<file path="src/rtl/instruction_fetch_unit.sv">
// Instruction fetch unit: owns the PC, issues program-memory reads and buffers
// the tagged responses in a 2-entry skid FIFO presented to decode.
module instruction_fetch_unit #(
  parameter int ADDR_WIDTH = 8,
  parameter int DATA_WIDTH = 8,
  parameter logic [ADDR_WIDTH-1:0] RESET_PC = '0
) (
  input  logic                  clk,
  input  logic                  rst,
  input  logic                  run,
  output logic [ADDR_WIDTH-1:0] mem_address,
  input  logic [DATA_WIDTH-1:0] mem_instruction,
  input  logic                  redirect_valid,
  input  logic [ADDR_WIDTH-1:0] redirect_target,
  output logic                  instr_valid,
  input  logic                  instr_ready,
  output logic [DATA_WIDTH-1:0] instr_data,
  output logic [ADDR_WIDTH-1:0] instr_pc
);

  logic [ADDR_WIDTH-1:0] pc_q, pc_d;
  logic                  inflightValid_q, inflightValid_d;
  logic [ADDR_WIDTH-1:0] inflightPc_q, inflightPc_d;
  logic [1:0]            count_q, count_d;
  logic                  rdPtr_q, rdPtr_d;
  logic                  wrPtr_q, wrPtr_d;
  logic [ADDR_WIDTH-1:0] fifoPc_q [2];
  logic [DATA_WIDTH-1:0] fifoData_q [2];

  logic       pop;
  logic       push;
  logic       issue;
  logic [2:0] occupancy;

  assign mem_address = pc_q;
  assign instr_valid = (count_q != 2'd0);
  // Head is forced to zero when empty so reset/flush never exposes stale entries.
  assign instr_data  = instr_valid ? fifoData_q[rdPtr_q] : '0;
  assign instr_pc    = instr_valid ? fifoPc_q[rdPtr_q]   : '0;

  always_comb begin
    pop       = instr_valid & instr_ready;
    push      = inflightValid_q & ~redirect_valid;
    occupancy = {1'b0, count_q} + {2'b00, inflightValid_q} - {2'b00, pop};
    issue     = run & ~redirect_valid & (occupancy < 3'd2);

    pc_d            = pc_q;
    inflightValid_d = issue;
    inflightPc_d    = inflightPc_q;
    count_d         = count_q + {1'b0, push} - {1'b0, pop};
    rdPtr_d         = pop  ? ~rdPtr_q : rdPtr_q;
    wrPtr_d         = push ? ~wrPtr_q : wrPtr_q;

    if (issue) begin
      pc_d         = pc_q + 1'b1;
      inflightPc_d = pc_q;
    end

    // A redirect kills the in-flight response and everything already buffered.
    if (redirect_valid) begin
      pc_d            = redirect_target;
      inflightValid_d = 1'b0;
      count_d         = 2'd0;
      rdPtr_d         = 1'b0;
      wrPtr_d         = 1'b0;
    end
  end

  always_ff @(posedge clk) begin
    if (rst) begin
      pc_q            <= RESET_PC;
      inflightValid_q <= 1'b0;
      inflightPc_q    <= '0;
      count_q         <= 2'd0;
      rdPtr_q         <= 1'b0;
      wrPtr_q         <= 1'b0;
    end else begin
      pc_q            <= pc_d;
      inflightValid_q <= inflightValid_d;
      inflightPc_q    <= inflightPc_d;
      count_q         <= count_d;
      rdPtr_q         <= rdPtr_d;
      wrPtr_q         <= wrPtr_d;
    end
  end

  always_ff @(posedge clk) begin
    if (push) begin
      fifoPc_q[wrPtr_q]   <= inflightPc_q;
      fifoData_q[wrPtr_q] <= mem_instruction;
    end
  end

endmodule

</file>
<file path="config.mk">
export PLATFORM = sky130hd
export DESIGN_NAME = instruction_fetch_unit
export DESIGN_NICKNAME = d
export VERILOG_FILES = /design/src/rtl/instruction_fetch_unit.sv
export SDC_FILE = /design/constraint.sdc
export NUM_CORES = 1
export LEC_CHECK = 0
export BUFFER_PORTS_ARGS = -buffer_cell sky130_fd_sc_hd__buf_2
export CORE_UTILIZATION = 40
export CTS_CLUSTER_SIZE = 25
export DETAILED_ROUTE_END_ITERATION = 8
export HOLD_SLACK_MARGIN = 0.05
export PLACE_DENSITY = 0.68
export SLEW_MARGIN = 20
export SYNTH_ARGS = -nofsm -noshare
export SYNTH_HDL_FRONTEND = slang
export SYNTH_SLANG_ARGS = --single-unit
export TNS_END_PERCENT = 10
</file>
<file path="constraint.sdc">
create_clock -name clk -period 3.2 [get_ports clk]
set_input_delay 0.16 -clock clk [delete_from_list [all_inputs] [get_ports clk]]
set_output_delay 0.16 -clock clk [all_outputs]
set_load 0.02 [all_outputs]
</file>
==> flow_summary.toml, run 1 <==
[routing]
drcViolationCount = 0
ant_nets = 0
via_per_inst = 4.81
vias = 1495
wl_um = 3970
first_pass_iters = 4
drt_iter0_markers = 40
wl_per_cell_um = 12.8

[synth]
synth.yosys.seq_area_share = 0.635
synth_top_area_cell = "edfxtp_1"
syn_area_sq_um = 2210
ys_warn_count = 0
syn_area_per_cell_sq_um = 11.8
yosys.cell_types.count = 29
synth-seq-cells = 54
synthTopCellsByArea = "edfxtp_1 44%, dfxtp_1 20%, mux2i_1 7.7%"
postSynthCellCount = 187
synth_nets = 211
yosysTopAreaCellShare = 0.435
ys.flop_type = "edfxtp_1"
synth-async-reset-ratio = 0
synth_edf_count = 32

[pwr]
power.switching_w = 0.000282
comb_power_share = 0.072
power.internal_w = 0.00102
leakage_nw = 1.04
swShare = 0.216
p_per_area_nw_per_um2 = 484
clkPwrFrac = 0.343
pwr-share-seq = 0.585
ir_drop_uv = 186

[setup_path]
startpoint_type = "register"
cp.buffers_inverters = 0
crit_family = "simple AND/OR/NAND/NOR gates"
critical_path.max_stage_delay_ns = 0.52
cp_slowest_cell = "or4_1"
cp.required_ns = 3.43
path_class = "reg -> reg"
cp.arrival_ns = 2.87
crit_chain = "nand2_1, nor2_1, o21ai_0, fa_1, and2_0, nand3_1, or4_1, a31oi_1"
cp_max_fo = 7
worstSetupEndpointType = "register"

[clock_network]
root_buffer = "clkbuf_8"
clock_latency_ns = 0.30
htree_levels = 2
clk_pin_slew_ns = 0.09
clock_path_buffers = 2
cts_sinks = 54
cts_tree = "done"
cts_buffers = 5

[timing]
setup_ws_ns = 0.561
relSlewSlack = 0.362
finalSetupTns_ns = 0
rsz0062_at_grt = "false"
setup_viol = 0
fin_skew_ns = 0.00295
report.final.slew_viol_count = 0
min_period_over_period = 0.825
finalHoldViolCount = 0
period_needed_ns = 2.64
worst_pin_slew_ns = 0.956
fmax_mhz = 379

[placed_design]
gp_congestion = 0.792
place_ws_ns = 0.581
io_buffers = 45
dpl-instance-area_sq_um = 2500
dp_hpwl_um = 2610
placed_cells = 295

[layout]
nNetsFinal = 264
multi_input_area_sq_um = 759
drive_gt1_frac = 0.237
utilization = 0.518
syn_to_final_growth_pct = 22.1
regArea_sq_um = 1400
layout_commonest_cell = "buf_2"
fin_area_sq_um = 2700
nFillCells = 484
diodes = 0
final_cells = 311
final_cell_mix = "45 x buf_2, 32 x edfxtp_1, 26 x nor2_1"

[floorplan]
fp.dieArea_sq_um = 5820
die_h_um = 76.3
core_area_sq_um = 5200
fp.dieW_um = 76.3
ios = 46
num_rows = 26
start_util = 0.424

[global_routing]
grt_pass1_vias = 1432
grt_util_all_layers = 0.147
grt_pass1_wl_um = 6600
grt_overflow_total = 0
grt_max_degree = 23
antenna_found_initial = 0

[hold_path]
min_path_type = "in -> reg"

[run_status]
status = "complete, no violations"

[run]
max_cap_violations = 0
-- per-layer routing --
metal,up-vias,GRT usage,wire length (um)
li1,766,-,-
met1,678,0.182,1870
met2,45,0.243,1860
met3,6,0.0347,180
met4,0,0.0635,51
met5,-,0,0
-- worst reg2reg max path, delay by kind of cell (launching register included) --
kind | cells | cell delay (ns)
adder cells (fa/ha/maj) | 1 | 0.51
AO/OA/AOI/OAI | 2 | 0.31
AND/OR/NAND/NOR | 5 | 1.25
flip-flops | 1 | 0.50
-- per-stage QoR --
step           hold slack [ns]  total power (W)
6_report                 0.121          0.00131
3_3_place_gp             0.348         0.000863
2_1_floorplan            0.233         0.000830
5_1_grt                  0.128          0.00136
4_1_cts                  0.112          0.00132
3_5_place_dp             0.351         0.000866
-- Yosys cell counts, types with 2 or more instances --
| cell type | n |
|---|---|
| nor2b_1 | 3 |
| xnor2_1 | 4 |
| a31oi_1 | 2 |
| nor3_1 | 4 |
| a21oi_1 | 8 |
| inv_1 | 2 |
| nand2_1 | 22 |
| mux2i_1 | 17 |
| xor2_1 | 6 |
| o311ai_0 | 2 |
| a211oi_1 | 6 |
| nand4_1 | 2 |
| dfxtp_1 | 22 |
| ha_1 | 2 |
| and3_1 | 2 |
| o21ai_0 | 2 |
| nand3_1 | 3 |
| clkbuf_1 | 7 |
| or4_1 | 2 |
| and2_1 | 3 |
| nor2_1 | 26 |
| buf_2 | 2 |
| edfxtp_1 | 32 |
-- power groups by stage --
stage / logic [W] / registers, W / clock network (W)
after global routing: 0.000103 / 0.000766 / 0.000487
after floorplan: 0.0000454 / 0.000784 / 0
after detailed placement: 0.0000867 / 0.000779 / 0
after CTS: 0.0000946 / 0.000763 / 0.000460
final: 0.0000939 / 0.000763 / 0.000448
after global placement: 0.0000842 / 0.000779 / 0
-- registers in the layout, summed over array words and instances, names as in the netlist, named ones only --
signal / cells
count_q: 2
fifoData_q: 16
fifoPc_q: 16
inflightPc_q: 8
inflightValid_q: 1
mem_address: 8
rdPtr_q: 1
wrPtr_q: 1
-- worst paths after layout --
kind	endpoint	depth (start not counted)	from	slack (ns)
worst max-delay path	mem_address[7]	8	count_q[1]	0.56
worst min register to register	fifoPc_q[0][5]	0	inflightPc_q[5]	0.46
worst max register to register	mem_address[7]	8	count_q[1]	0.56
worst min-delay path	mem_address[0]	3	redirect_target[0]	0.12
-- what timing repair did --
item,4_1_cts,5_1_grt
setup endpoints to repair,0,0
endpoints found under the hold margin,16,0
hold buffers,8,0
buffers inserted,0,0
resized for setup,0,0
-- final cells by class --
class / count / share of cell area
clock buffers: 5 / 0.0255
clock inverters: 3 / 0.0162
inverters: 2 / 0.00278
multi-input cells: 121 / 0.282
flip-flops and latches: 54 / 0.520
well taps: 70 / 0.0325
repair buffers: 56 / 0.122
-- cells by family (layout without fill, tap and decap cells) --
family,count (synthesis),count (layout),share of synthesized area
simple gates,70,70,0.143
flops,54,54,0.635
compound gates,20,20,0.0567
mux,17,17,0.0771
buf+inv,12,66,0.0215
xor+xnor,11,11,0.0470
fa+ha+maj,3,3,0.0204
Power figures use the tool's default switching activity.
==> run 2: changes to the inputs <==
--- a/config.mk
+++ b/config.mk
@@ -10,7 +10,7 @@
 export CTS_CLUSTER_SIZE = 25
 export DETAILED_ROUTE_END_ITERATION = 8
 export HOLD_SLACK_MARGIN = 0.05
-export PLACE_DENSITY = 0.68
+export PLACE_DENSITY = 0.71
 export SLEW_MARGIN = 20
 export SYNTH_ARGS = -nofsm -noshare
 export SYNTH_HDL_FRONTEND = slang
==> constraint.sdc (replaced) <==
create_clock -name clk -period 2.3 [get_ports clk]
set_input_delay 0.115 -clock clk [delete_from_list [all_inputs] [get_ports clk]]
set_output_delay 0.115 -clock clk [all_outputs]
set_load 0.02 [all_outputs]
==> flow_summary.toml, run 2 (same netlist as run 1, synthesis figures left out) <==
[timing]
fin_skew_ns = 0.0117
setup_viol = 0
min_period_over_period = 0.926
worst_pin_slew_ns = 0.476
relSlewSlack = 0.679
period_needed_ns = 2.13
finalHoldViolCount = 0
finalSetupTns_ns = 0
fmax_mhz = 469
report.final.slew_viol_count = 0
rsz0062_at_grt = "false"

[setup_path]
cp.required_ns = 2.53
cp_max_fo = 5
startpoint_type = "register"
path_class = "reg -> reg"
cp.arrival_ns = 2.36
worstSetupEndpointType = "register"

[routing]
wl_per_cell_um = 12.1
drt_iter0_markers = 66
vias = 1530
first_pass_iters = 4
ant_nets = 0
drcViolationCount = 0
via_per_inst = 4.83
wl_um = 3830

[placed_design]
gp_congestion = 0.754
dp_hpwl_um = 2550
io_buffers = 45
dpl-instance-area_sq_um = 2550

[run]
max_cap_violations = 0

[floorplan]
fp.dieArea_sq_um = 5820
num_rows = 26
start_util = 0.424
fp.dieW_um = 76.3
die_h_um = 76.3
ios = 46
core_area_sq_um = 5200

[global_routing]
grt_pass1_wl_um = 6610
grt_max_degree = 23
grt_pass1_vias = 1471
grt_overflow_total = 0
antenna_found_initial = 0
grt_util_all_layers = 0.141

[clock_network]
cts_setup_buffers = 0
htree_levels = 2
clock_path_buffers = 2
cts_tree = "done"
root_buffer = "clkbuf_8"
cts_sinks = 54
clk_pin_slew_ns = 0.10
clock_latency_ns = 0.30
cts_buffers = 5

[pwr]
leakage_nw = 1.06
ir_drop_uv = 470
p_per_area_nw_per_um2 = 633

[layout]
syn_to_final_growth_pct = 24.0
layout_commonest_cell = "buf_2"
drive_gt1_frac = 0.275
diodes = 0
utilization = 0.526
reg_top3 = "fifoData_q x16, fifoPc_q x16"
nNetsFinal = 270
fin_area_sq_um = 2740
final_cell_mix = "45 x buf_2, 32 x edfxtp_1, 25 x nor2_1"

[run_status]
status = "complete, no violations"

[hold_path]
min_path_type = "in -> reg"
## run 2: where the power goes
part | switching, W | internal (W) | total, W
sequential | 0.0000199 | 0.00104 | 0.00106
clock | 0.000311 | 0.000226 | 0.000537
combinational | 0.0000759 | 0.0000597 | 0.000136
total | 0.000406 | 0.00133 | 0.00173
## run 2: final cells by class
| class | instances | area [sq um] |
|---|---|---|
| well taps | 70 | 87.6 |
| fillers | 478 | 2470 |
| flip-flops and latches | 54 | 1400 |
| repair buffers | 62 | 373 |
| clock buffers | 5 | 68.8 |
| clock inverters | 3 | 28.8 |
| inverters | 2 | 7.51 |
| multi-input cells | 121 | 768 |
## run 2: final timing paths
kind,from,endpoint,slack (ns),cells past startpoint
max,count_q[1],mem_address[7],0.17,8
min,redirect_target[2],mem_address[2],0.08,3
max reg2reg,count_q[1],mem_address[7],0.17,8
min reg2reg,inflightPc_q[3],fifoPc_q[1][3],0.46,0
## run 2: repair_timing
action / CTS / global route
resized for setup: 0 / 4
hold buffers: 8 / 0
endpoints found under the hold margin: 16 / 0
endpoints found under the setup margin: 0 / 5
## run 2: critical path, cell delays in order, from the launching register on
cell     delay [ns]
dfxtp_2        0.34
nand2_1        0.06
nor2_2         0.12
o21ai_0        0.12
fa_1           0.48
and2_0         0.18
nand3_2        0.13
or4_1          0.48
a31oi_1        0.16
## run 2: through the flow
stage               setup slack [ns]  total power, W  hold slack, ns  std cells
detailed placement             0.108         0.00121           0.307        301
floorplan                     0.0529         0.00115           0.188        187
global placement               0.199         0.00120           0.303        301
finish                         0.169         0.00173          0.0840        317
CTS                           0.0692         0.00175          0.0781        317
global route                  0.0140         0.00181          0.0894        317
## run 2: metal layers
metal  global-route usage  vias up  part of all wire
met1                0.166      705              0.46
met4               0.0385        0            0.0097
met5                    0        -                 0
met2                0.250       45              0.48
li1                     -      776                 -
met3               0.0383        4             0.049
==> run 3: changes to the inputs <==
--- a/config.mk
+++ b/config.mk
@@ -10,6 +10,7 @@
 export CTS_CLUSTER_SIZE = 25
 export DETAILED_ROUTE_END_ITERATION = 8
 export HOLD_SLACK_MARGIN = 0.05
+export MAX_ROUTING_LAYER = met4
 export PLACE_DENSITY = 0.71
 export SLEW_MARGIN = 20
 export SYNTH_ARGS = -nofsm -noshare
==> constraint.sdc (replaced) <==
create_clock -name clk -period 2.3 [get_ports clk]
set_input_delay 0.23 -clock clk [delete_from_list [all_inputs] [get_ports clk]]
set_output_delay 0.23 -clock clk [all_outputs]
set_load 0.02 [all_outputs]
==> flow_summary.toml, run 3 (same netlist as run 1, synthesis figures left out) <==
[floorplan]
ios = 46
start_util = 0.424
fp.dieArea_sq_um = 5820
fp.dieW_um = 76.3
die_h_um = 76.3
core_area_sq_um = 5200
num_rows = 26

[global_routing]
grt_util_all_layers = 0.142
grtUsageMet1 = 0.167
antenna_found_initial = 0
grt_max_degree = 23
grt_pass1_wl_um = 6260
grt_use_met2 = 0.228
top_usage_layer = "met2"
grt_pass1_vias = 1367
grt_overflow_total = 0
grt_util_met3 = 0.0407

[routing]
ant_nets = 0
drt_iter0_markers = 48
wl_per_cell_um = 12.1
drcViolationCount = 0
wl_um = 3740
via_per_inst = 4.79
first_pass_iters = 4
vias = 1479

[timing]
holdWs_ns = 0.112
fin_skew_ns = 0.00853
report.final.slew_viol_count = 0
worst_pin_slew_ns = 0.460
setup_ws_ns = 0.129
finalSetupTns_ns = 0
finalHoldViolCount = 0
period_needed_ns = 2.17
min_period_over_period = 0.944
setup_viol = 0
relSlewSlack = 0.690
fmax_mhz = 461

[clock_network]
cts_setup_buffers = 0
htree_levels = 2
clk_pin_slew_ns = 0.09
clock_latency_ns = 0.30
cts_buffers = 5
cts_tree = "done"
cts_sinks = 54
root_buffer = "clkbuf_8"
clock_path_buffers = 2

[layout]
nNetsFinal = 262
syn_to_final_growth_pct = 19.9
final_cell_mix = "45 x buf_2, 32 x edfxtp_1, 25 x nor2_1"
utilization = 0.509
layout_commonest_cell = "buf_2"
nFillCells = 491
drive_gt1_frac = 0.280
diodes = 0
reg_top3 = "fifoData_q x16, fifoPc_q x16"
final_cells = 309

[setup_path]
cp.arrival_ns = 2.41
cp.buffers_inverters = 0
crit_family = "simple AND/OR/NAND/NOR gates"
critical_path.max_stage_delay_ns = 0.50
worstSetupEndpointType = "register"
cp_slowest_cell = "fa_1"
crit_chain = "nor2b_1, o21ai_0, fa_1, and2_1, nand3_2, or4_1, a31oi_1"
path_class = "reg -> reg"
cp_max_fo = 5
cp.required_ns = 2.54
startpoint_type = "register"

[hold_path]
min_path_type = "in -> reg"

[placed_design]
placed_cells = 301
dp_hpwl_um = 2580
place_ws_ns = 0.0936
io_buffers = 45
gp_congestion = 0.771

[pwr]
p_per_area_nw_per_um2 = 638
power.switching_w = 0.000382
leakage_nw = 1.02
clkPwrFrac = 0.299
power.internal_w = 0.00131
comb_power_share = 0.073
pwr-share-seq = 0.629
swShare = 0.226
ir_drop_uv = 273

[run_status]
status = "complete, no violations"

[run]
max_cap_violations = 0
-- run 3: area by class of cell --
cell class / count / area (sq um) / share of cell area
Tap cell: 70 / 87.6 / 0.0331
Clock inverter: 2 / 15.0 / 0.00567
Sequential cell: 54 / 1400 / 0.530
Clock buffer: 6 / 72.6 / 0.0274
Inverter: 2 / 7.51 / 0.00284
Multi-Input combinational cell: 121 / 768 / 0.290
Timing Repair Buffer: 54 / 293 / 0.111
-- run 3: final timing paths --
| path | start | to | slack [ns] | cells after the start |
|---|---|---|---|---|
| setup reg to reg | count_q[0] | mem_address[7] | 0.13 | 7 |
| hold reg to reg | inflightPc_q[1] | fifoPc_q[0][1] | 0.46 | 0 |
| setup / recovery | count_q[0] | mem_address[7] | 0.13 | 7 |
| hold / removal | mem_instruction[5] | fifoData_q[1][5] | 0.11 | 1 |
-- run 3: metal layers --
metal  part of all wire  vias to the layer above
met5                  0                        -
met4              0.016                        0
met3              0.053                        6
met2               0.47                       44
met1               0.46                      668
li1                   -                      761
-- run 3: through the flow --
step                      area, sq um  power (W)
after floorplan                  2210    0.00115
after global placement           2550    0.00120
after detailed placement         2550    0.00121
after CTS                        2640    0.00171
after global routing             2650    0.00176
final                            2650    0.00169
-- run 3: repair_timing --
action                                  in CTS  in global routing
endpoints found under the setup margin       0                  3
hold buffers                                 0                  0
gates resized for setup                      0                  5
-- run 3: power by group through the flow --
stage	registers, W	logic (W)	clock network (W)
5_1_grt	0.00107	0.000138	0.000553
3_5_place_dp	0.00108	0.000123	0
2_1_floorplan	0.00109	0.0000635	0
4_1_cts	0.00106	0.000124	0.000522
3_3_place_gp	0.00108	0.000121	0
6_report	0.00106	0.000123	0.000505
